File: config.mk
export PLATFORM = sky130hd
export DESIGN_NAME = booth_radix8_ppgen
export DESIGN_NICKNAME = d
export VERILOG_FILES = /design/src/rtl/booth8_pkg.sv /design/src/rtl/booth8_digit_sel.sv /design/src/rtl/booth_radix8_ppgen.sv
export SDC_FILE = /design/constraint.sdc
export NUM_CORES = 1
export LEC_CHECK = 0
export CORE_AREA = 4 4 239 241
export DETAILED_ROUTE_END_ITERATION = 7
export DIE_AREA = 0 0 243 245
export SETUP_SLACK_MARGIN = 0.4
export SYNTH_ARGS = -nofsm -noshare
export SYNTH_HDL_FRONTEND = slang
export SYNTH_HIERARCHICAL = 1
export SYNTH_SLANG_ARGS = --single-unit
File: constraint.sdc
create_clock -name clk -period 16.6 [get_ports clk]
set_input_delay 1.66 -clock clk [delete_from_list [all_inputs] [get_ports clk]]
set_output_delay 1.66 -clock clk [all_outputs]
set_load 0.05 [all_outputs]
File: src/rtl/booth8_pkg.sv
// Shared constants, digit-select encoding and the radix-8 window decoder
// used by the Booth partial-product generator.
package booth8_pkg;

  localparam int NUM_DIGITS = 6;
  localparam int MULT_W     = 19;
  localparam int P1_W       = 32;
  localparam int P2_W       = 29;
  localparam int P3_W       = 26;
  localparam int P4_W       = 23;
  localparam int P5_W       = 20;
  localparam int P6_W       = 17;

  typedef enum logic [2:0] {
    ZERO = 3'd0,
    X1   = 3'd1,
    X2   = 3'd2,
    X3   = 3'd3,
    X4   = 3'd4
  } sel_e;

  typedef struct packed {
    logic neg;
    sel_e sel;
  } digit_t;

  function automatic int pp_width(input int k);
    case (k)
      0:       return P1_W;
      1:       return P2_W;
      2:       return P3_W;
      3:       return P4_W;
      4:       return P5_W;
      default: return P6_W;
    endcase
  endfunction

  // Window is {b[3k+2], b[3k+1], b[3k], b[3k-1]}; the value is -4w3 + 2w2 + w1 + w0.
  function automatic digit_t decode_window(input logic [3:0] w);
    digit_t d;
    d.neg = 1'b0;
    d.sel = ZERO;
    case (w)
      4'b0000: begin d.neg = 1'b0; d.sel = ZERO; end
      4'b0001: begin d.neg = 1'b0; d.sel = X1;   end
      4'b0010: begin d.neg = 1'b0; d.sel = X1;   end
      4'b0011: begin d.neg = 1'b0; d.sel = X2;   end
      4'b0100: begin d.neg = 1'b0; d.sel = X2;   end
      4'b0101: begin d.neg = 1'b0; d.sel = X3;   end
      4'b0110: begin d.neg = 1'b0; d.sel = X3;   end
      4'b0111: begin d.neg = 1'b0; d.sel = X4;   end
      4'b1000: begin d.neg = 1'b1; d.sel = X4;   end
      4'b1001: begin d.neg = 1'b1; d.sel = X3;   end
      4'b1010: begin d.neg = 1'b1; d.sel = X3;   end
      4'b1011: begin d.neg = 1'b1; d.sel = X2;   end
      4'b1100: begin d.neg = 1'b1; d.sel = X2;   end
      4'b1101: begin d.neg = 1'b1; d.sel = X1;   end
      4'b1110: begin d.neg = 1'b1; d.sel = X1;   end
      default: begin d.neg = 1'b0; d.sel = ZERO; end
    endcase
    return d;
  endfunction

endpackage

File: src/rtl/booth8_digit_sel.sv
// One radix-8 Booth digit: decodes a 4-bit window and selects +/- {0,A,2A,3A,4A}
// at the width of the partial product it feeds.
module booth8_digit_sel
  import booth8_pkg::*;
#(
  parameter int OUT_W = 32
) (
  input  logic [3:0]       window,
  input  logic [OUT_W-1:0] a_ext,
  input  logic [OUT_W-1:0] a3,
  output logic [OUT_W-1:0] mult
);

  digit_t           dig;
  logic [OUT_W-1:0] mag;

  // Magnitude selection followed by two's-complement negation.
  always_comb begin
    dig = decode_window(window);
    mag = '0;
    case (dig.sel)
      ZERO:    mag = '0;
      X1:      mag = a_ext;
      X2:      mag = {a_ext[OUT_W-2:0], 1'b0};
      X3:      mag = a3;
      X4:      mag = {a_ext[OUT_W-3:0], 2'b00};
      default: mag = '0;
    endcase
    if (dig.neg) begin
      mult = ~mag + {{(OUT_W-1){1'b0}}, 1'b1};
    end else begin
      mult = mag;
    end
  end

endmodule

File: src/rtl/booth_radix8_ppgen.sv
// Two-stage radix-8 Booth partial-product generator with valid/ready flow control.
// Define BOOTH8_UNSIGNED_EN to treat a_in and b_in as unsigned operands.
module booth_radix8_ppgen
  import booth8_pkg::*;
#(
  parameter int CNT_W = 16
) (
  input  logic             clk,
  input  logic             rst,
  input  logic             in_valid,
  output logic             in_ready,
  input  logic [15:0]      a_in,
  input  logic [15:0]      b_in,
  output logic             out_valid,
  input  logic             out_ready,
  output logic [31:0]      P1,
  output logic [28:0]      P2,
  output logic [25:0]      P3,
  output logic [22:0]      P4,
  output logic [19:0]      P5,
  output logic [16:0]      P6,
  output logic [CNT_W-1:0] op_count
);

  logic [MULT_W-1:0] a_ext;
  logic [MULT_W-1:0] a3_s;
  logic [1:0]        b_hi;
  logic [MULT_W-1:0] a_r;
  logic [MULT_W-1:0] a3_r;
  logic [MULT_W-1:0] bx_r;
  logic              s1_valid;
  logic              s2_adv;
  logic              s2_load;
  logic              in_fire;

`ifdef BOOTH8_UNSIGNED_EN
  assign a_ext = {3'b000, a_in};
  assign b_hi  = 2'b00;
`else
  assign a_ext = {{3{a_in[15]}}, a_in};
  assign b_hi  = {2{b_in[15]}};
`endif

  assign a3_s     = a_ext + {a_ext[MULT_W-2:0], 1'b0};
  assign s2_adv   = !out_valid || out_ready;
  assign in_ready = !s1_valid || s2_adv;
  assign in_fire  = in_valid && in_ready;
  assign s2_load  = s2_adv && s1_valid;

  // Stage 1: operands, the 3A hard multiple, and the recoding view of B with b[-1] = 0.
  always_ff @(posedge clk or negedge rst) begin
    if (!rst) begin
      s1_valid <= 1'b0;
      a_r      <= '0;
      a3_r     <= '0;
      bx_r     <= '0;
    end else if (in_ready) begin
      s1_valid <= in_valid;
      if (in_valid) begin
        a_r  <= a_ext;
        a3_r <= a3_s;
        bx_r <= {b_hi, b_in, 1'b0};
      end
    end
  end

  // Stage 2 valid; P registers below only reload when a real operation moves in.
  always_ff @(posedge clk or negedge rst) begin
    if (!rst) begin
      out_valid <= 1'b0;
    end else if (s2_adv) begin
      out_valid <= s1_valid;
    end
  end

  // Accepted-operation counter, wrapping naturally at 2^CNT_W.
  always_ff @(posedge clk or negedge rst) begin
    if (!rst) begin
      op_count <= '0;
    end else if (in_fire) begin
      op_count <= op_count + {{(CNT_W-1){1'b0}}, 1'b1};
    end
  end

  for (genvar k = 0; k < NUM_DIGITS; k++) begin : g_digit
    localparam int W = pp_width(k);
    logic [W-1:0] a_k;
    logic [W-1:0] a3_k;
    logic [W-1:0] mult;
    logic [W-1:0] pp_r;

    // Narrow products only need the low bits; wide ones get A and 3A sign-extended.
    if (W > MULT_W) begin : g_ext
      assign a_k  = {{(W-MULT_W){a_r[MULT_W-1]}}, a_r};
      assign a3_k = {{(W-MULT_W){a3_r[MULT_W-1]}}, a3_r};
    end else begin : g_trunc
      assign a_k  = a_r[W-1:0];
      assign a3_k = a3_r[W-1:0];
    end

    booth8_digit_sel #(.OUT_W(W)) u_sel (
      .window (bx_r[3*k+3 -: 4]),
      .a_ext  (a_k),
      .a3     (a3_k),
      .mult   (mult)
    );

    // Stage 2 partial-product register.
    always_ff @(posedge clk or negedge rst) begin
      if (!rst) begin
        pp_r <= '0;
      end else if (s2_load) begin
        pp_r <= mult;
      end
    end
  end

  assign P1 = g_digit[0].pp_r;
  assign P2 = g_digit[1].pp_r;
  assign P3 = g_digit[2].pp_r;
  assign P4 = g_digit[3].pp_r;
  assign P5 = g_digit[4].pp_r;
  assign P6 = g_digit[5].pp_r;

endmodule

### Yosys cells after proc, flatten, opt, wreduce, memory -nomap -nowiden

Memory sizes are Yosys's and may differ from the RTL's.
Index checks and enable logic that the tools add are counted.

| operators by class | value |
|---|---|
| eq/ne operators | 24 |
| add/sub/neg operators | 8 |
| muxes and demuxes | 12 |
| reductions and logical operators | 7 |
| bitwise gates (word level) | 6 |

Operators with widths:

| kind | count |
|---|---|
| 32-bit case mux with 4 select lines | 1 |
| 29-bit case mux with 4 select lines | 1 |
| 26-bit case mux with 4 select lines | 1 |
| 23-bit case mux with 4 select lines | 1 |
| 20-bit case mux with 4 select lines | 1 |
| 17-bit case mux with 4 select lines | 1 |
| 3-bit by 2-bit equality test with 1-bit output (second input constant) | 12 |
| 32-bit by 1-bit adder with 32-bit output (second input constant) | 1 |
| 32-bit two-way mux | 1 |
| 32-bit inverter | 1 |
| 29-bit by 1-bit adder with 29-bit output (second input constant) | 1 |
| 29-bit two-way mux | 1 |
| 29-bit inverter | 1 |
| 26-bit by 1-bit adder with 26-bit output (second input constant) | 1 |
| 26-bit two-way mux | 1 |
| 26-bit inverter | 1 |
| 23-bit by 1-bit adder with 23-bit output (second input constant) | 1 |
| 23-bit two-way mux | 1 |
| 23-bit inverter | 1 |
| 20-bit by 1-bit adder with 20-bit output (second input constant) | 1 |
| 20-bit two-way mux | 1 |
| 20-bit inverter | 1 |
| 16-bit by 17-bit adder with 18-bit output | 1 |
| 3-bit by 1-bit equality test with 1-bit output (second input constant) | 6 |
| other kinds (9) | 17 |

| word-level totals | value |
|---|---|
| memory bits (read-only) | 384 |
| logic and storage cells | 75 |
| register bits after elaboration | 216 |
| memories | 6 |
| output and inout port bits | 165 |
| bits of input ports | 36 |

Memories:

| memory | words | bits a word | rd ports | clocked after memory_dff | write ports | RTL line | text |
|---|---|---|---|---|---|---|---|
| (name not given) | 16 | 4 | 1 | 0 | 0 | booth8_pkg.sv:43 | `case (w)` |
| (name not given) | 16 | 4 | 1 | 0 | 0 | booth8_pkg.sv:43 |  |
| (name not given) | 16 | 4 | 1 | 0 | 0 | booth8_pkg.sv:43 |  |
| (name not given) | 16 | 4 | 1 | 0 | 0 | booth8_pkg.sv:43 |  |
| (name not given) | 16 | 4 | 1 | 0 | 0 | booth8_pkg.sv:43 |  |
| (name not given) | 16 | 4 | 1 | 0 | 0 | booth8_pkg.sv:43 |  |

### Longest topological paths before layout

Gate-level depths: netlist (run 1).
An unclocked memory read counts as a cell.

| depth | value |
|---|---|
| word-level depth | 6 |
| depth in mapped cells | 18 |
| gate-level depth less buffers | 15 |

### Hierarchy

Netlist (run 1), hierarchy kept.

By module, submodules not included:

| module | instances | area each (um^2) | cells an instance | sequential area each (um^2) |
|---|---|---|---|---|
| booth_radix8_ppgen | 1 | 8,658.3 | 661 | 5,330.1 |
| booth8_digit_sel at g_digit[1].u_sel | 1 | 2,563.7 | 373 | 0.0 |
| booth8_digit_sel at g_digit[0].u_sel | 1 | 2,254.7 | 282 | 0.0 |
| booth8_digit_sel at g_digit[4].u_sel | 1 | 1,601.5 | 240 | 0.0 |
| booth8_digit_sel at g_digit[2].u_sel | 1 | 1,556.5 | 205 | 0.0 |
| booth8_digit_sel at g_digit[3].u_sel | 1 | 1,411.4 | 191 | 0.0 |
| booth8_digit_sel at g_digit[5].u_sel | 1 | 977.2 | 127 | 0.0 |

### Worst setup path before layout (run 1)

OpenSTA, ideal clock, no wires.

| timing path | value |
|---|---|
| kind | register -> register |
| from | reg a_r[15] (netlist name) |
| to | reg g_digit[2].pp_r[25] (netlist: P3[25]) |
| clock period less this slack | 5.577 ns |
| path buffers | 0 |
| setup slack | 11.023 ns |
| data arrival time | 5.453 ns |
| stages on the path, launching flop included | 7 |
| library setup time | 0.125 ns |
| cell sequence | dfrtp_1 -> a222oi_1 -> and4_1 -> and3_1 -> a41o_1 -> xnor2_1 -> mux2_2 |

| on the way | value |
|---|---|
| word-level cells in the longest chain between the ends | 4 |

RTL lines:

| element | RTL line | text |
|---|---|---|
| 26-bit case mux with 4 select lines (*) | booth8_digit_sel.sv:21 | `case (dig.sel)` |
| 26-bit inverter | booth8_digit_sel.sv:30 | `mult = ~mag + {{(OUT_W-1){1'b0}}, 1'b1};` |
| 26-bit by 1-bit adder with 26-bit output | booth8_digit_sel.sv:30 |  |
| 26-bit two-way mux (*) | booth8_digit_sel.sv:29 | `if (dig.neg) begin` |
| named net g_digit[2].mult[25] | booth_radix8_ppgen.sv:89 | `logic [W-1:0] mult;` |
| to (signal assigned) | booth_radix8_ppgen.sv:113 | `pp_r <= mult;` |
| to (decl) | booth_radix8_ppgen.sv:90 | `logic [W-1:0] pp_r;` |

Mark *: on every way through the listed nets, which the timed path passes. The rest lies on a longest branch.
A chain may end at the register's enable or synchronous reset.

### Final worst setup path (run 1)

| timing path | value |
|---|---|
| from | in out_ready |
| to | out in_ready |

| on the way | value |
|---|---|
| word-level cells in the longest chain between the ends | 2 |

RTL lines:

| element | RTL line | text |
|---|---|---|
| from (decl) | booth_radix8_ppgen.sv:15 | `input logic out_ready,` |
| 1-bit logical OR | booth_radix8_ppgen.sv:45 | `assign s2_adv = !out_valid \|\| out_ready;` |
| 1-bit logical OR | booth_radix8_ppgen.sv:46 | `assign in_ready = !s1_valid \|\| s2_adv;` |
| to (decl) | booth_radix8_ppgen.sv:11 | `output logic in_ready,` |

No other way between the ends.

==> impl_metrics.csv, run 1 <==
group,metric,value,unit
power,peakVddDrop,130,uV
sta,rsz0062_at_grt,"no",
cells_and_area,antennaDiodeCount,0,
clock_tree,ctsLongestPathBuffers,3,
cells_and_area,final_cell_mix,"211 x dfrtp_1, 199 x clkdlybuf4s50_1, 195 x nand2_1",
floorplan,die_area,59500,sq um
routing,ant_nets,0,
cells_and_area,drive_above_1_share,15.9,%
floorplan,die_x,243,um
cells_and_area,layout.nets,2276,
synthesis,synthesis.area,19000,sq um
routing,drt_wl_total,60200,um
place,dp_hpwl,41500,um
routing,drtIter0Drc,1390,
status,status,"finished, violations left",
clock_tree,root_buffer,"clkbuf_16",
power,swShare,49.3,%
synthesis,synthTopCellsByArea,"dfrtp_1 28%, mux2_2 10%, xnor2_1 5.2%",
job,maxCapViolations,0,
sta,max_freq,0.205,GHz
place,place_inst,2869,
routing,vias_per_cell,5.78,
clock_tree,clock_sinks,213,
floorplan,core-area,54900,sq um
sta,finalHoldViolCount,0,
power,p_int,0.00202,W
synthesis,yosys.area.top_type,"dfrtp_1",
setup_path,critPathMaxStageDelay,0.86,ns
routing,dr_total_vias,16900,
synthesis,ys_warn_count,6,
sta,timing.hold.ws,0.470,ns
clock_tree,cts_resized,0,
cells_and_area,mostFrequentLayoutCell,"dfrtp_1",
routing,wire_per_inst,20.6,um
place,dpl-instance-area,21400,sq um
power,power_switching,0.00197,W
grt,antenna_found_initial,0,
synthesis,ys.flop_type,"dfrtp_1",
floorplan,row_count,86,
setup_path,cp.required,14.94,ns
sta,max-slew-margin-rel,21.2,%
cells_and_area,fillCellCount,5419,
floorplan,die_y,245,um
cells_and_area,multi_input_area,12700,sq um
worst_hold_path,holdCritStartpoint,"op_count[15]",
sta,worst_clock_skew,0.0193,ns
clock_tree,htree_levels,1,
cells_and_area,instances_no_fill,2917,
setup_path,r2r-start,"bx_r[1]",
cells_and_area,stdcell_area,22400,sq um
place,gp_congestion,0.874,
sta,worst_slew_pin_slew,1.18,ns
setup_path,cpMostUsedCell,"clkdlybuf4s50_1",
grt,grt_remaining_overflow,0,
synthesis,yosysTopAreaCellShare,28.0,%
clock_tree,cts_tree,"built",
synthesis,ys_types,104,
cells_and_area,seq_area,5340,sq um
sta,period_share,29.4,%
setup_path,cp-end-kind,"output port",
sta,layout_min_cycle_time,4.88,ns
setup_path,regToRegEndpoint,"P1[20]",
grt,track_usage,19.2,%
sta,tns,0,ns
setup_path,slowest_stage,"clkdlybuf4s50_1",
synthesis,ys_ff_latch,213,
setup_path,ff2ff_path_depth,14,
floorplan,boundaryPins,201,
setup_path,regToRegSetupSlack,12.11,ns
sta,drv_slew,0,
synthesis,ys_async_sr_fraction,100,%
synthesis,syn_area_per_cell,9.15,sq um
worst_hold_path,min_to,"op_count[15]",
setup_path,worstPathArrival,3.22,ns
grt,grt_max_degree,113,
setup_path,criticalPathCategory,"primary input to output port",
cells_and_area,area_growth,17.5,%
sta,setup-violations-final,0,
worst_hold_path,hp-class,"flop to flop",
power,pwr_density_cell,178,nW/um^2
synthesis,syn_inst,2079,
power,combPwrFrac,61.6,%
floorplan,initial_core_util,34.7,%
setup_path,path_cells,"clkdlybuf4s50_1, nand3b_1, clkdlybuf4s50_1",
routing,firstDrtPassIters,8,
clock_tree,clk_pin_slew,0.06,ns
setup_path,crit_fanout,6,
power,p_seq_share,22.8,%
clock_tree,insertion_delay,0.56,ns
clock_tree,ctsHoldBuffers,0,
synthesis,synth_edf_count,0,
power,p_clk_share,15.6,%
status,failed_checks,"DRC",
grt,grt_pass1_vias,16300,
power,p_leak,9.02,nW
worst_hold_path,hold_depth,1,
clock_tree,cts_setup_buffers,0,
grt,grt_pass1_wl,92700,um
synthesis,ys_seq_area_share,28.0,%
setup_path,cp-start-kind,"primary input",
routing,drc_errors,3,
place,port_buffers,200,
clock_tree,cts_buffers,26,
-- worst max-delay path: cells and delay by family --
kind | cells | cell delay [ns]
buffers and inverters | 2 | 1.32
AND/OR/NAND/NOR | 1 | 0.23
-- per-stage QoR --
step	util (%)	total power [W]	setup slack (ns)
2_1_floorplan	-	0.00265	11.02
4_1_cts	40.7	0.00403	11.71
6_report	40.7	0.00399	11.72
3_3_place_gp	39.0	0.00334	11.75
3_5_place_dp	39.0	0.00338	11.73
5_1_grt	40.7	0.00422	11.67
-- kinds of logic (layout without fill, tap and decap cells) --
family                   after synthesis  count (layout)  synth area share [%]
other                                  1               3                0.0197
multiplexers                         214             214                  12.8
buffers and inverters                212             344                  5.31
flip-flops                           213             213                  28.0
XOR/XNOR                             158             158                  7.27
adder cells (fa/ha/maj)               47              47                  3.13
AO/OA/AOI/OAI                        553             553                  23.1
AND/OR/NAND/NOR                      681             681                  20.3
-- worst max-delay path by stage --
stage          startpoint       end  slack, ns
5_1_grt         out_ready  in_ready      11.67
6_report        out_ready  in_ready      11.72
3_3_place_gp    out_ready  in_ready      11.75
4_1_cts         out_ready  in_ready      11.71
2_1_floorplan     a_r[15]    P3[25]      11.02
3_5_place_dp    out_ready  in_ready      11.73
-- metal layers --
layer / GRT usage, % / vias to the layer above / share of wire [%]
met1: 24.8 / 8194 / 42
met2: 32.8 / 574 / 48
met5: 0 / - / 0
li1: - / 8009 / -
met4: 5.62 / 0 / 2.7
met3: 3.54 / 93 / 6.8
-- power groups by stage --
stage | combinational, W | sequential (W) | clock, W
floorplan | 0.00115 | 0.00150 | 0
global placement | 0.00242 | 0.000911 | 0
detailed placement | 0.00246 | 0.000919 | 0
CTS | 0.00247 | 0.000911 | 0.000646
global route | 0.00262 | 0.000937 | 0.000665
finish | 0.00246 | 0.000909 | 0.000624
-- synthesized netlist by cell type (18+ instances only) --
| library cell | number |
|---|---|
| dfrtp_1 | 213 |
| a221oi_1 | 34 |
| nand2_1 | 197 |
| nor3_1 | 20 |
| inv_1 | 61 |
| mux2i_1 | 27 |
| buf_2 | 37 |
| nor2_1 | 66 |
| a31oi_1 | 29 |
| a221o_1 | 25 |
| a21oi_1 | 98 |
| o211ai_1 | 21 |
| o22ai_1 | 69 |
| clkbuf_1 | 78 |
| ha_1 | 46 |
| o21ai_0 | 53 |
| nand3_1 | 29 |
| nand4_1 | 21 |
| a222oi_1 | 49 |
| xnor2_1 | 113 |
| a22oi_1 | 21 |
| buf_6 | 18 |
| and3_1 | 54 |
| nor2b_1 | 76 |
| and2_1 | 105 |
| mux2_2 | 171 |
| xor2_1 | 45 |
-- sequential cells by signal, indices dropped and copies added, names as in the netlist --
name	flops
P2	29
op_count	16
P5	20
P4	23
P6	17
P1	32
a_r	16
a3_r	16
P3	26
bx_r	16
s1_valid	1
out_valid	1
-- layout make-up --
class                      instances  area share (%)
clock buffer                      33            3.21
clock inverter                    15           0.979
inverter                          62            1.04
multi-input combinational       1656            56.9
sequential                       213            23.9
tap                              704            3.94
timing repair buffer             234            10.1
Power figures use the tool's default switching activity.
==> run 2: changes to the inputs <==
==> constraint.sdc (replaced) <==
create_clock -name clk -period 4.9 [get_ports clk]
set_input_delay 0.49 -clock clk [delete_from_list [all_inputs] [get_ports clk]]
set_output_delay 0.49 -clock clk [all_outputs]
set_load 0.05 [all_outputs]
==> run 2 against run 1 <==
Net effect: critical path type is now flop to flop; wire length grew 2.2%; sequential power grew to 3.4 times the previous value; final area grew 0.48%; first-iteration DRC count grew 7.8%; core utilization grew 0.19 points; largest power group unchanged; the flow still finishes with violations (DRC); combinational power grew to 3.4 times the previous value; sequential share of layout area shrank 0.11 points; count of clock-buffer cells in the layout is the same.
==> impl_metrics.csv, run 2 (same netlist as run 1, synthesis figures left out) <==
group,metric,value,unit
cells_and_area,layout.nets,2288,
sta,worst_clock_skew,0.0166,ns
cells_and_area,mostFrequentLayoutCell,"dfrtp_1",
sta,tns,0,ns
sta,timing.hold.ws,0.473,ns
sta,period_share,86.8,%
sta,setup-violations-final,0,
floorplan,core-area,54900,sq um
clock_tree,htree_levels,1,
sta,max-slew-margin-rel,13.4,%
setup_path,criticalPathCategory,"flop to flop",
clock_tree,ctsLongestPathBuffers,3,
grt,grt_busiest_layer,"met2",
routing,drc_errors,5,
place,dp_hpwl,42600,um
floorplan,die_y,245,um
grt,use_met1,25.2,%
cells_and_area,final_cell_mix,"210 x dfrtp_1, 199 x clkdlybuf4s50_1, 195 x nand2_1",
sta,max_freq,0.235,GHz
setup_path,cp-end-kind,"flop",
setup_path,regToRegEndpoint,"P1[24]",
clock_tree,root_buffer,"clkbuf_16",
sta,drv_slew,0,
grt,use_met3,3.89,%
cells_and_area,instances_no_fill,2932,
worst_hold_path,hp-class,"flop to flop",
sta,worst_slew_pin_slew,1.30,ns
job,maxCapViolations,0,
setup_path,ff2ff_path_depth,16,
setup_path,cp.required,5.35,ns
setup_path,crit_fanout,13,
power,peakVddDrop,342,uV
floorplan,initial_core_util,34.7,%
floorplan,die_area,59500,sq um
grt,use_met2,32.8,%
setup_path,cp-start-kind,"flop",
grt,grt_pass1_vias,16400,
grt,grt_remaining_overflow,0,
floorplan,die_x,243,um
cells_and_area,fillCellCount,5393,
grt,antenna_found_initial,0,
floorplan,row_count,86,
setup_path,worstPathArrival,4.70,ns
cells_and_area,final_core_util,40.9,%
setup_path,r2r-start,"bx_r[1]",
grt,grt_max_degree,126,
sta,finalHoldViolCount,0,
floorplan,boundaryPins,201,
cells_and_area,stdcell_area,22500,sq um
clock_tree,clock_sinks,213,
place,place_inst,2876,
routing,drtIter0Drc,1499,
worst_hold_path,holdCritStartpoint,"op_count[15]",
routing,ant_nets,0,
clock_tree,cts_buffers,27,
grt,track_usage,19.6,%
setup_path,regToRegSetupSlack,0.65,ns
place,port_buffers,200,
cells_and_area,drive_above_1_share,16.5,%
power,pwr_density_cell,600,nW/um^2
routing,drt_wl_total,61500,um
status,failed_checks,"DRC",
place,gp_congestion,0.868,
power,p_leak,9.07,nW
worst_hold_path,min_to,"op_count[15]",
cells_and_area,largest_reg_flops,32,
routing,firstDrtPassIters,8,
clock_tree,insertion_delay,0.57,ns
setup_path,cp-startpoint,"bx_r[1]",
routing,vias_per_cell,5.83,
clock_tree,clk_pin_slew,0.06,ns
status,status,"finished, violations left",
clock_tree,cts_tree,"built",
sta,rsz0062_at_grt,"no",
routing,wire_per_inst,21.0,um
worst_hold_path,hold_depth,1,
routing,dr_total_vias,17100,
cells_and_area,area_growth,18.1,%
place,dpl-instance-area,21500,sq um
sta,layout_min_cycle_time,4.25,ns
grt,grt_pass1_wl,94600,um
==> run 2: cell count changes in the layout (fill, tap and decap cells not counted), sizes merged <==
cell	before	now
diode	0	2
clkinv	6	9
dlygate4sd3	0	1
clkinvlp	3	5
mux4	5	6
buf	35	44
bufinv	5	2
==> run 2: how the worst max path moves through the flow <==
| stage | end | slack [ns] | cells after the start |
|---|---|---|---|
| 2_1_floorplan | P1[26] | 1.03 | 15 |
| 3_3_place_gp | P1[20] | 0.66 | 14 |
| 3_5_place_dp | P1[24] | 0.46 | 14 |
| 4_1_cts | P1[24] | 0.42 | 14 |
| 5_1_grt | P1[24] | 0.43 | 17 |
| 6_report | P1[24] | 0.65 | 16 |
==> run 2: cell type report <==
type,instances,area (sq um),area share (%)
well taps,704,881,3.92
inverters,62,233,1.04
clock inverters,17,159,0.707
repair buffers,244,2360,10.5
multi-input cells,1657,12800,56.8
diodes,2,5.00,0.0223
flip-flops and latches,213,5340,23.8
clock buffers,33,728,3.24
==> run 2: metal layers <==
metal | share of wire (%) | routed length (um) | vias up
met5 | 0 | 0 | -
met4 | 3.4 | 2090 | 0
met3 | 7.2 | 4460 | 123
met2 | 47 | 28800 | 625
met1 | 42 | 26100 | 8292
li1 | - | - | 8051
==> run 2: where the power goes <==
group / internal [W] / total (W) / switching [W]
clock network: 0.00116 / 0.00198 / 0.000815
registers: 0.00244 / 0.00310 / 0.000665
logic: 0.00315 / 0.00841 / 0.00525
total: 0.00675 / 0.0135 / 0.00673
==> run 2: stage by stage <==
step	setup WS, ns	power (W)
after floorplan	1.03	0.00897
after global placement	0.659	0.0114
after detailed placement	0.460	0.0115
after global routing	0.431	0.0143
final	0.646	0.0135
after CTS	0.419	0.0136
==> run 2: repair_timing <==
action                     CTS  global route
hold endpoints to repair    88             0
gates resized for setup      0             6
hold buffers                 1             0
setup endpoints to repair    0            31
setup buffers                0             2
==> run 2: worst max-delay path, stage by stage (launching register included) <==
cell and delay (ns):
dfrtp_1 0.39, inv_1 0.08, ha_1 0.29, mux4_2 0.66, mux2_1 0.38, a22o_1 0.26, inv_1 0.09, ha_1 0.17
a21bo_2 0.22, a211oi_1 0.33, nand4_2 0.11, buf_4 0.20, nor3b_4 0.16, buf_4 0.18, a41oi_1 0.15, xnor2_1 0.19
mux2_2 0.27
